`config.mk`:
```
export PLATFORM = sky130hd
export DESIGN_NAME = vx_csr_lane_splitter
export DESIGN_NICKNAME = d
export VERILOG_FILES = /design/src/rtl/vx_csr_lane_splitter.sv
export SDC_FILE = /design/constraint.sdc
export NUM_CORES = 1
export LEC_CHECK = 0
export ABC_AREA = 1
export CAP_MARGIN = 10
export CORE_AREA = 2 2 161 163
export CTS_CLUSTER_SIZE = 20
export DETAILED_ROUTE_END_ITERATION = 8
export DIE_AREA = 0 0 163 165
export HOLD_SLACK_MARGIN = 0.12
export PLACE_DENSITY_LB_ADDON = 0.12
export SETUP_SLACK_MARGIN = 0.15
export SLEW_MARGIN = 20
export SYNTH_ARGS = -nofsm -noshare
export SYNTH_HDL_FRONTEND = slang
export SYNTH_SLANG_ARGS = --single-unit
```
`constraint.sdc`:
```
create_clock -name clk -period 10.77 [get_ports clk]
set_input_delay 3.231 -clock clk [delete_from_list [all_inputs] [get_ports clk]]
set_output_delay 3.231 -clock clk [all_outputs]
set_load 0.02 [all_outputs]
```
`src/rtl/vx_csr_lane_splitter.sv`:
```
// Splits a full-warp CSR instruction into THREAD_CNT/NUM_LANES sequential lane packets.
// Optional macro CSR_SPLIT_SKIP_EMPTY_EN: skip packets whose tmask slice is all-zero.
module vx_csr_lane_splitter #(
    parameter int NUM_LANES    = 1,
    parameter int THREAD_CNT   = 4,
    parameter int XLEN         = 32,
    parameter int UUID_WIDTH   = 44,
    parameter int NW_WIDTH     = 2,
    parameter int INST_OP_BITS = 4,
    parameter int NR_BITS      = 5,
    localparam int NUM_PKTS    = THREAD_CNT / NUM_LANES,
    localparam int PID_BITS    = $clog2(NUM_PKTS),
    localparam int PID_WIDTH   = (PID_BITS > 0) ? PID_BITS : 1
) (
    input  logic                         clk,
    input  logic                         reset,
    input  logic                         in_valid,
    output logic                         in_ready,
    input  logic [UUID_WIDTH-1:0]        in_uuid,
    input  logic [NW_WIDTH-1:0]          in_wid,
    input  logic [THREAD_CNT-1:0]        in_tmask,
    input  logic [XLEN-1:0]              in_PC,
    input  logic [INST_OP_BITS-1:0]      in_op_type,
    input  logic [XLEN-1:0]              in_imm,
    input  logic                         in_use_imm,
    input  logic [NR_BITS-1:0]           in_rd,
    input  logic                         in_wb,
    input  logic [THREAD_CNT*XLEN-1:0]   in_rs1_data,
    output logic                         out_valid,
    input  logic                         out_ready,
    output logic [UUID_WIDTH-1:0]        out_uuid,
    output logic [NW_WIDTH-1:0]          out_wid,
    output logic [NUM_LANES-1:0]         out_tmask,
    output logic [XLEN-1:0]              out_PC,
    output logic [INST_OP_BITS-1:0]      out_op_type,
    output logic [XLEN-1:0]              out_imm,
    output logic                         out_use_imm,
    output logic [NR_BITS-1:0]           out_rd,
    output logic                         out_wb,
    output logic [NUM_LANES*XLEN-1:0]    out_rs1_data,
    output logic [PID_WIDTH-1:0]         out_pid,
    output logic                         out_sop,
    output logic                         out_eop
);

    typedef enum logic {S_IDLE, S_BUSY} state_t;

    state_t                       r_state;
    logic [PID_WIDTH-1:0]         r_pid;
    logic                         r_sop;
    logic [UUID_WIDTH-1:0]        r_uuid;
    logic [NW_WIDTH-1:0]          r_wid;
    logic [THREAD_CNT-1:0]        r_tmask;
    logic [XLEN-1:0]              r_PC;
    logic [INST_OP_BITS-1:0]      r_op_type;
    logic [XLEN-1:0]              r_imm;
    logic                         r_use_imm;
    logic [NR_BITS-1:0]           r_rd;
    logic                         r_wb;
    logic [THREAD_CNT*XLEN-1:0]   r_rs1;

    logic                         w_in_fire;
    logic                         w_out_fire;
    logic                         w_has_next;
    logic [PID_WIDTH-1:0]         w_first_pid;
    logic [PID_WIDTH-1:0]         w_next_pid;
    logic [NUM_LANES-1:0]         w_tmask_sl;
    logic [NUM_LANES*XLEN-1:0]    w_rs1_sl;

    assign out_valid  = (r_state == S_BUSY);
    assign out_eop    = !w_has_next;
    assign w_out_fire = out_valid && out_ready;
    assign in_ready   = !reset && ((r_state == S_IDLE) || (w_out_fire && out_eop));
    assign w_in_fire  = in_valid && in_ready;

`ifdef CSR_SPLIT_SKIP_EMPTY_EN
    logic [NUM_PKTS-1:0] w_in_nz;
    logic [NUM_PKTS-1:0] w_r_nz;
    logic                w_found_first;

    always_comb begin
        for (int unsigned p = 0; p < NUM_PKTS; p++) begin
            w_in_nz[p] = |in_tmask[p*NUM_LANES +: NUM_LANES];
            w_r_nz[p]  = |r_tmask[p*NUM_LANES +: NUM_LANES];
        end
    end

    // Lowest non-zero slice; an all-zero mask falls back to a single pid-0 packet.
    always_comb begin
        w_first_pid   = '0;
        w_found_first = 1'b0;
        for (int unsigned p = 0; p < NUM_PKTS; p++) begin
            if (!w_found_first && w_in_nz[p]) begin
                w_first_pid   = PID_WIDTH'(p);
                w_found_first = 1'b1;
            end
        end
    end

    always_comb begin
        w_next_pid = r_pid;
        w_has_next = 1'b0;
        for (int unsigned p = 0; p < NUM_PKTS; p++) begin
            if (!w_has_next && (PID_WIDTH'(p) > r_pid) && w_r_nz[p]) begin
                w_next_pid = PID_WIDTH'(p);
                w_has_next = 1'b1;
            end
        end
    end
`else
    assign w_first_pid = '0;
    assign w_next_pid  = r_pid + PID_WIDTH'(1);
    assign w_has_next  = (r_pid != PID_WIDTH'(NUM_PKTS - 1));
`endif

    always_comb begin
        w_tmask_sl = '0;
        w_rs1_sl   = '0;
        for (int unsigned p = 0; p < NUM_PKTS; p++) begin
            if (r_pid == PID_WIDTH'(p)) begin
                w_tmask_sl = r_tmask[p*NUM_LANES +: NUM_LANES];
                w_rs1_sl   = r_rs1[p*NUM_LANES*XLEN +: NUM_LANES*XLEN];
            end
        end
    end

    // A capture while BUSY only happens on the eop fire, so it takes priority over advance.
    always_ff @(posedge clk) begin
        if (reset) begin
            r_state <= S_IDLE;
            r_pid   <= '0;
            r_sop   <= 1'b0;
        end else if (w_in_fire) begin
            r_state <= S_BUSY;
            r_pid   <= w_first_pid;
            r_sop   <= 1'b1;
        end else if (w_out_fire) begin
            if (out_eop) begin
                r_state <= S_IDLE;
                r_sop   <= 1'b0;
            end else begin
                r_pid   <= w_next_pid;
                r_sop   <= 1'b0;
            end
        end
    end

    always_ff @(posedge clk) begin
        if (w_in_fire) begin
            r_uuid    <= in_uuid;
            r_wid     <= in_wid;
            r_tmask   <= in_tmask;
            r_PC      <= in_PC;
            r_op_type <= in_op_type;
            r_imm     <= in_imm;
            r_use_imm <= in_use_imm;
            r_rd      <= in_rd;
            r_wb      <= in_wb;
            r_rs1     <= in_rs1_data;
        end
    end

    assign out_uuid     = r_uuid;
    assign out_wid      = r_wid;
    assign out_tmask    = w_tmask_sl;
    assign out_PC       = r_PC;
    assign out_op_type  = r_op_type;
    assign out_imm      = r_imm;
    assign out_use_imm  = r_use_imm;
    assign out_rd       = r_rd;
    assign out_wb       = r_wb;
    assign out_rs1_data = w_rs1_sl;
    assign out_pid      = r_pid;
    assign out_sop      = r_sop;

endmodule

```
[After elaboration in Yosys (flattened, before gate mapping)]
Index checks and enable logic that the tools add are counted.
Cells by class
  mux-type cells: 13
  equality and inequality tests: 5
  add/sub/neg operators: 1
  reduce and logical (&&, ||, !) cells: 12
  bitwise operators: 1
Operators by type and width (count)
  $mux W32: 4
  $mux W1: 9
  $eq A2 B2 Y1 const B: 2
  $logic_and A1 B1 Y1: 4
  $ne A2 B2 Y1 const B: 2
  $reduce_and A2 Y1: 2
  $add A2 B1 Y2 const B: 1
  $eq A2 B1 Y1 const B: 1
  $logic_not A1 Y1: 2
  $logic_not A2 Y1: 1
  $reduce_bool A2 Y1: 1
  $reduce_or A2 Y1: 1
  $logic_or A1 B1 Y1: 1
  $not A1 Y1: 1
Storage, ports and cells
  register bits after elaboration: 257
  input port bits: 257

[Logic depth before layout (Yosys ltp)]
  depth after elaboration: 8
  mapped depth: 9
  mapped depth without buffers: 8

[Least setup slack after synthesis]
OpenSTA, ideal clock, no wires.
  kind: input to register
  from: in out_ready
  to: reg r_PC[0], in the netlist out_PC[0], enable pin
  data arrival time: 8711 ps
  cell stages on the path: 6
  buffers on the path: 0
  slack: 1456 ps
  cells stage by stage: nand2_1 -> nand2_1 -> inv_1 -> nor2_1 -> nand2_1 -> inv_1
On the way
  longest elaborated chain between the ends: 5
Ends and longest elaborated chain
  from (decl): RTL line 30  | input logic out_ready,
  $logic_and A1 B1 Y1: RTL line 72  | assign w_out_fire = out_valid && out_ready;
  $logic_and A1 B1 Y1: RTL line 73  | assign in_ready = !reset && ((r_state == S_IDLE) || (w_out_fire && out_eop));
  $logic_or A1 B1 Y1: RTL line 73
  $logic_and A1 B1 Y1: RTL line 73
  named net in_ready: RTL line 18  | output logic in_ready,
  $logic_and A1 B1 Y1: RTL line 74  | assign w_in_fire = in_valid && in_ready;
  named net w_in_fire: RTL line 62  | logic w_in_fire;
  to (signal assigned): RTL line 153  | r_PC <= in_PC;
  to (decl): RTL line 54  | logic [XLEN-1:0] r_PC;
The timed path passes the listed nets, and every way through them passes these cells.
A chain may end at the register's enable or synchronous reset.

[Final worst setup path]
  from: in out_ready
  to: out in_ready
On the way
  longest elaborated chain between the ends: 4
Ends and longest elaborated chain (RTL line)
  $logic_and A1 B1 Y1: 72
  $logic_and A1 B1 Y1: 73
  $logic_or A1 B1 Y1: 73
  $logic_and A1 B1 Y1: 73
  to (decl): 18
Every way passes these cells.

==> metrics.yaml <==
cp-end-kind: "primary output"
cts_buffers: 28
ant_nets: 0
hold_path_class: "register to register"
p_leak_nw: 5.30
syn_avg_cell_area_sq_um: 15.7
critPathArrivalTime_ns: 4.73
drtPass1Iterations: 4
antenna_found_initial: 6
wire_per_inst_um: 18.4
synth_compound_area_frac: 0.0370
rr_worst_depth: 8
fin_area_sq_um: 14400
clock_sinks: 257
grt_first_pass_wirelength_um: 35700
synth_xor_area_frac: 0
whs_ns: 0.469
fin_crit_sh: 0.739
setup_viol_count_final: 0
core_area_sq_um: 25000
min_to: "out_sop$_SDFFE_PP0P_"
die_y_um: 165
vias: 5943
ios: 417
final_hold_viol_count: 0
crit_type: "input port to primary output"
cp_max_fo: 4
drive_gt1_frac: 0.0420
fillers: 2057
finalCriticalPeriod_ns: 7.96
netlist_area_sq_um: 9060
netlist_instances: 576
synth_warnings: 0
grt_max_degree: 160
cts_buffer_depth: 3
powerDensity_nw_per_um2: 157
overflow: 0
cts.repair.resized: 0
initial_core_util: 0.362
layout_commonest_cell: "clkdlybuf4s50_1"
synth_top_family_by_area: "simple AND/OR/NAND/NOR gates"
clk_latency_ns: 0.55
fmax_mhz: 126
dieWidth_um: 163
final_core_util: 0.575
root_buffer: "clkbuf_16"
slew_headroom: 0.392
status: "finished, final reports clean"
grt_usage: 0.179
h-tree-depth: 1
fin_ws_ns: 2.81
crit_path_start_kind: "input port"
rsz0062_at_grt: "no"
finalNetCount: 1264
finalSetupTns_ns: 0
place_hpwl_um: 17700
placedCellCount: 1303
drt_iter0_markers: 455
cts_tree: "done"
gp_congestion: 0.812
dp_slack_ns: 2.84
regToRegSetupSlack_ns: 7.38
hold_buffers: 0
io_buffers: 416
synth_fa_ha_area_frac: 0.00552
maxCapViolCount: 0
drc_errors: 0
postPlaceCellArea_sq_um: 13600
synth.distinct_cells: 15
min_path_cells: 2
crit_required_ns: 7.54
hold_path.startpoint: "out_sop$_SDFFE_PP0P_"
clock_skew_ns: 0.0227
die-area_sq_um: 26900
ys_ff_latch: 257
instances_no_fill: 1356
viasPerCell: 4.38
p_total_mw: 2.27
totalWireLength_um: 24900
vdd_drop_max_v: 0.000138
r2r_end: "out_uuid[33]$_DFFE_PP_"
synth-simple-area-share: 0.0792
worst_r2r_startpoint: "out_pid[0]$_SDFFE_PP0P_"
synthMuxAreaShare: 0
final_cell_mix: "clkdlybuf4s50_1 (416), edfxtp_1 (253), nand2_1 (177)"
tightestPinTransition_ns: 0.912
syn-num-nets: 837
cts_setup_buffers: 0
seq_area_frac_synth: 0.847
clk_pin_slew_worst_paths_ns: 0.06
finalMaxSlewViolations: 0
area_delta_synth_final_pct: 58.9
rows: 58
first_global_vias: 5993
cell usage after synthesis (all sizes together):
master	number	area (sq um)
ha	4	50.1
nand4	1	6.26
buf	17	111
inv	41	154
nand3	1	5.00
clkbuf	5	18.8
a21oi	67	335
dfxtp	4	80.1
nor2	5	35.0
nand3b	1	7.51
edfxtp	253	7600
nand2	177	664
worst max-delay path: stages:
cell and delay [ns]:
clkdlybuf4s50_1 0.54, nand2_1 0.07, nand2_1 0.11, inv_1 0.05, nor2_1 0.11, clkdlybuf4s50_1 0.61
layout make-up:
class	instances	area (sq um)	share of cell area
Tap cell	330	413	0.0287
Multi-Input combinational cell	256	1110	0.0772
Timing Repair Buffer	419	4200	0.292
Inverter	41	161	0.0112
Clock buffer	36	731	0.0507
Sequential cell	257	7680	0.533
Antenna cell	3	7.51	0.000521
Clock inverter	14	100	0.00695
power breakdown:
part | total (mW) | internal [mW] | switching (mW)
Clock | 0.874 | 0.500 | 0.374
Combinational | 0.240 | 0.136 | 0.103
Sequential | 1.15 | 1.15 | 0.00905
sequential cells by signal (all words and copies together) (netlist names):
| signal | cells |
|---|---|
| r_tmask | 4 |
| out_PC | 32 |
| r_rs1 | 128 |
| out_pid | 2 |
| out_valid | 1 |
| out_uuid | 44 |
| out_use_imm | 1 |
| out_sop | 1 |
| out_imm | 32 |
| out_op_type | 4 |
| out_wid | 2 |
| out_rd | 5 |
| out_wb | 1 |
how the worst max path moves through the flow:
stage	from	endpoint	slack (ns)	cells after the start
detailed placement	out_ready	in_ready	2.84	6
CTS	out_ready	in_ready	2.81	6
floorplan	out_ready	out_PC[0]$_DFFE_PP_	1.46	6
finish	out_ready	in_ready	2.81	6
global route	out_ready	in_ready	2.76	6
global placement	out_ready	in_ready	2.84	6
logic make-up after synthesis:
kind of cell / count (synthesis)
buf+inv: 63
flops: 257
compound gates: 67
fa+ha+maj: 4
simple gates: 185
metal layers:
layer | vias to the layer above | track usage | part of all wire
met1 | 2740 | 0.193 | 0.34
met3 | 56 | 0.0701 | 0.10
li1 | 2881 | - | -
met5 | - | 0 | 0.00088
met4 | 4 | 0.0688 | 0.035
met2 | 262 | 0.317 | 0.52
Note: power is estimated with default switching activity, not from simulation.
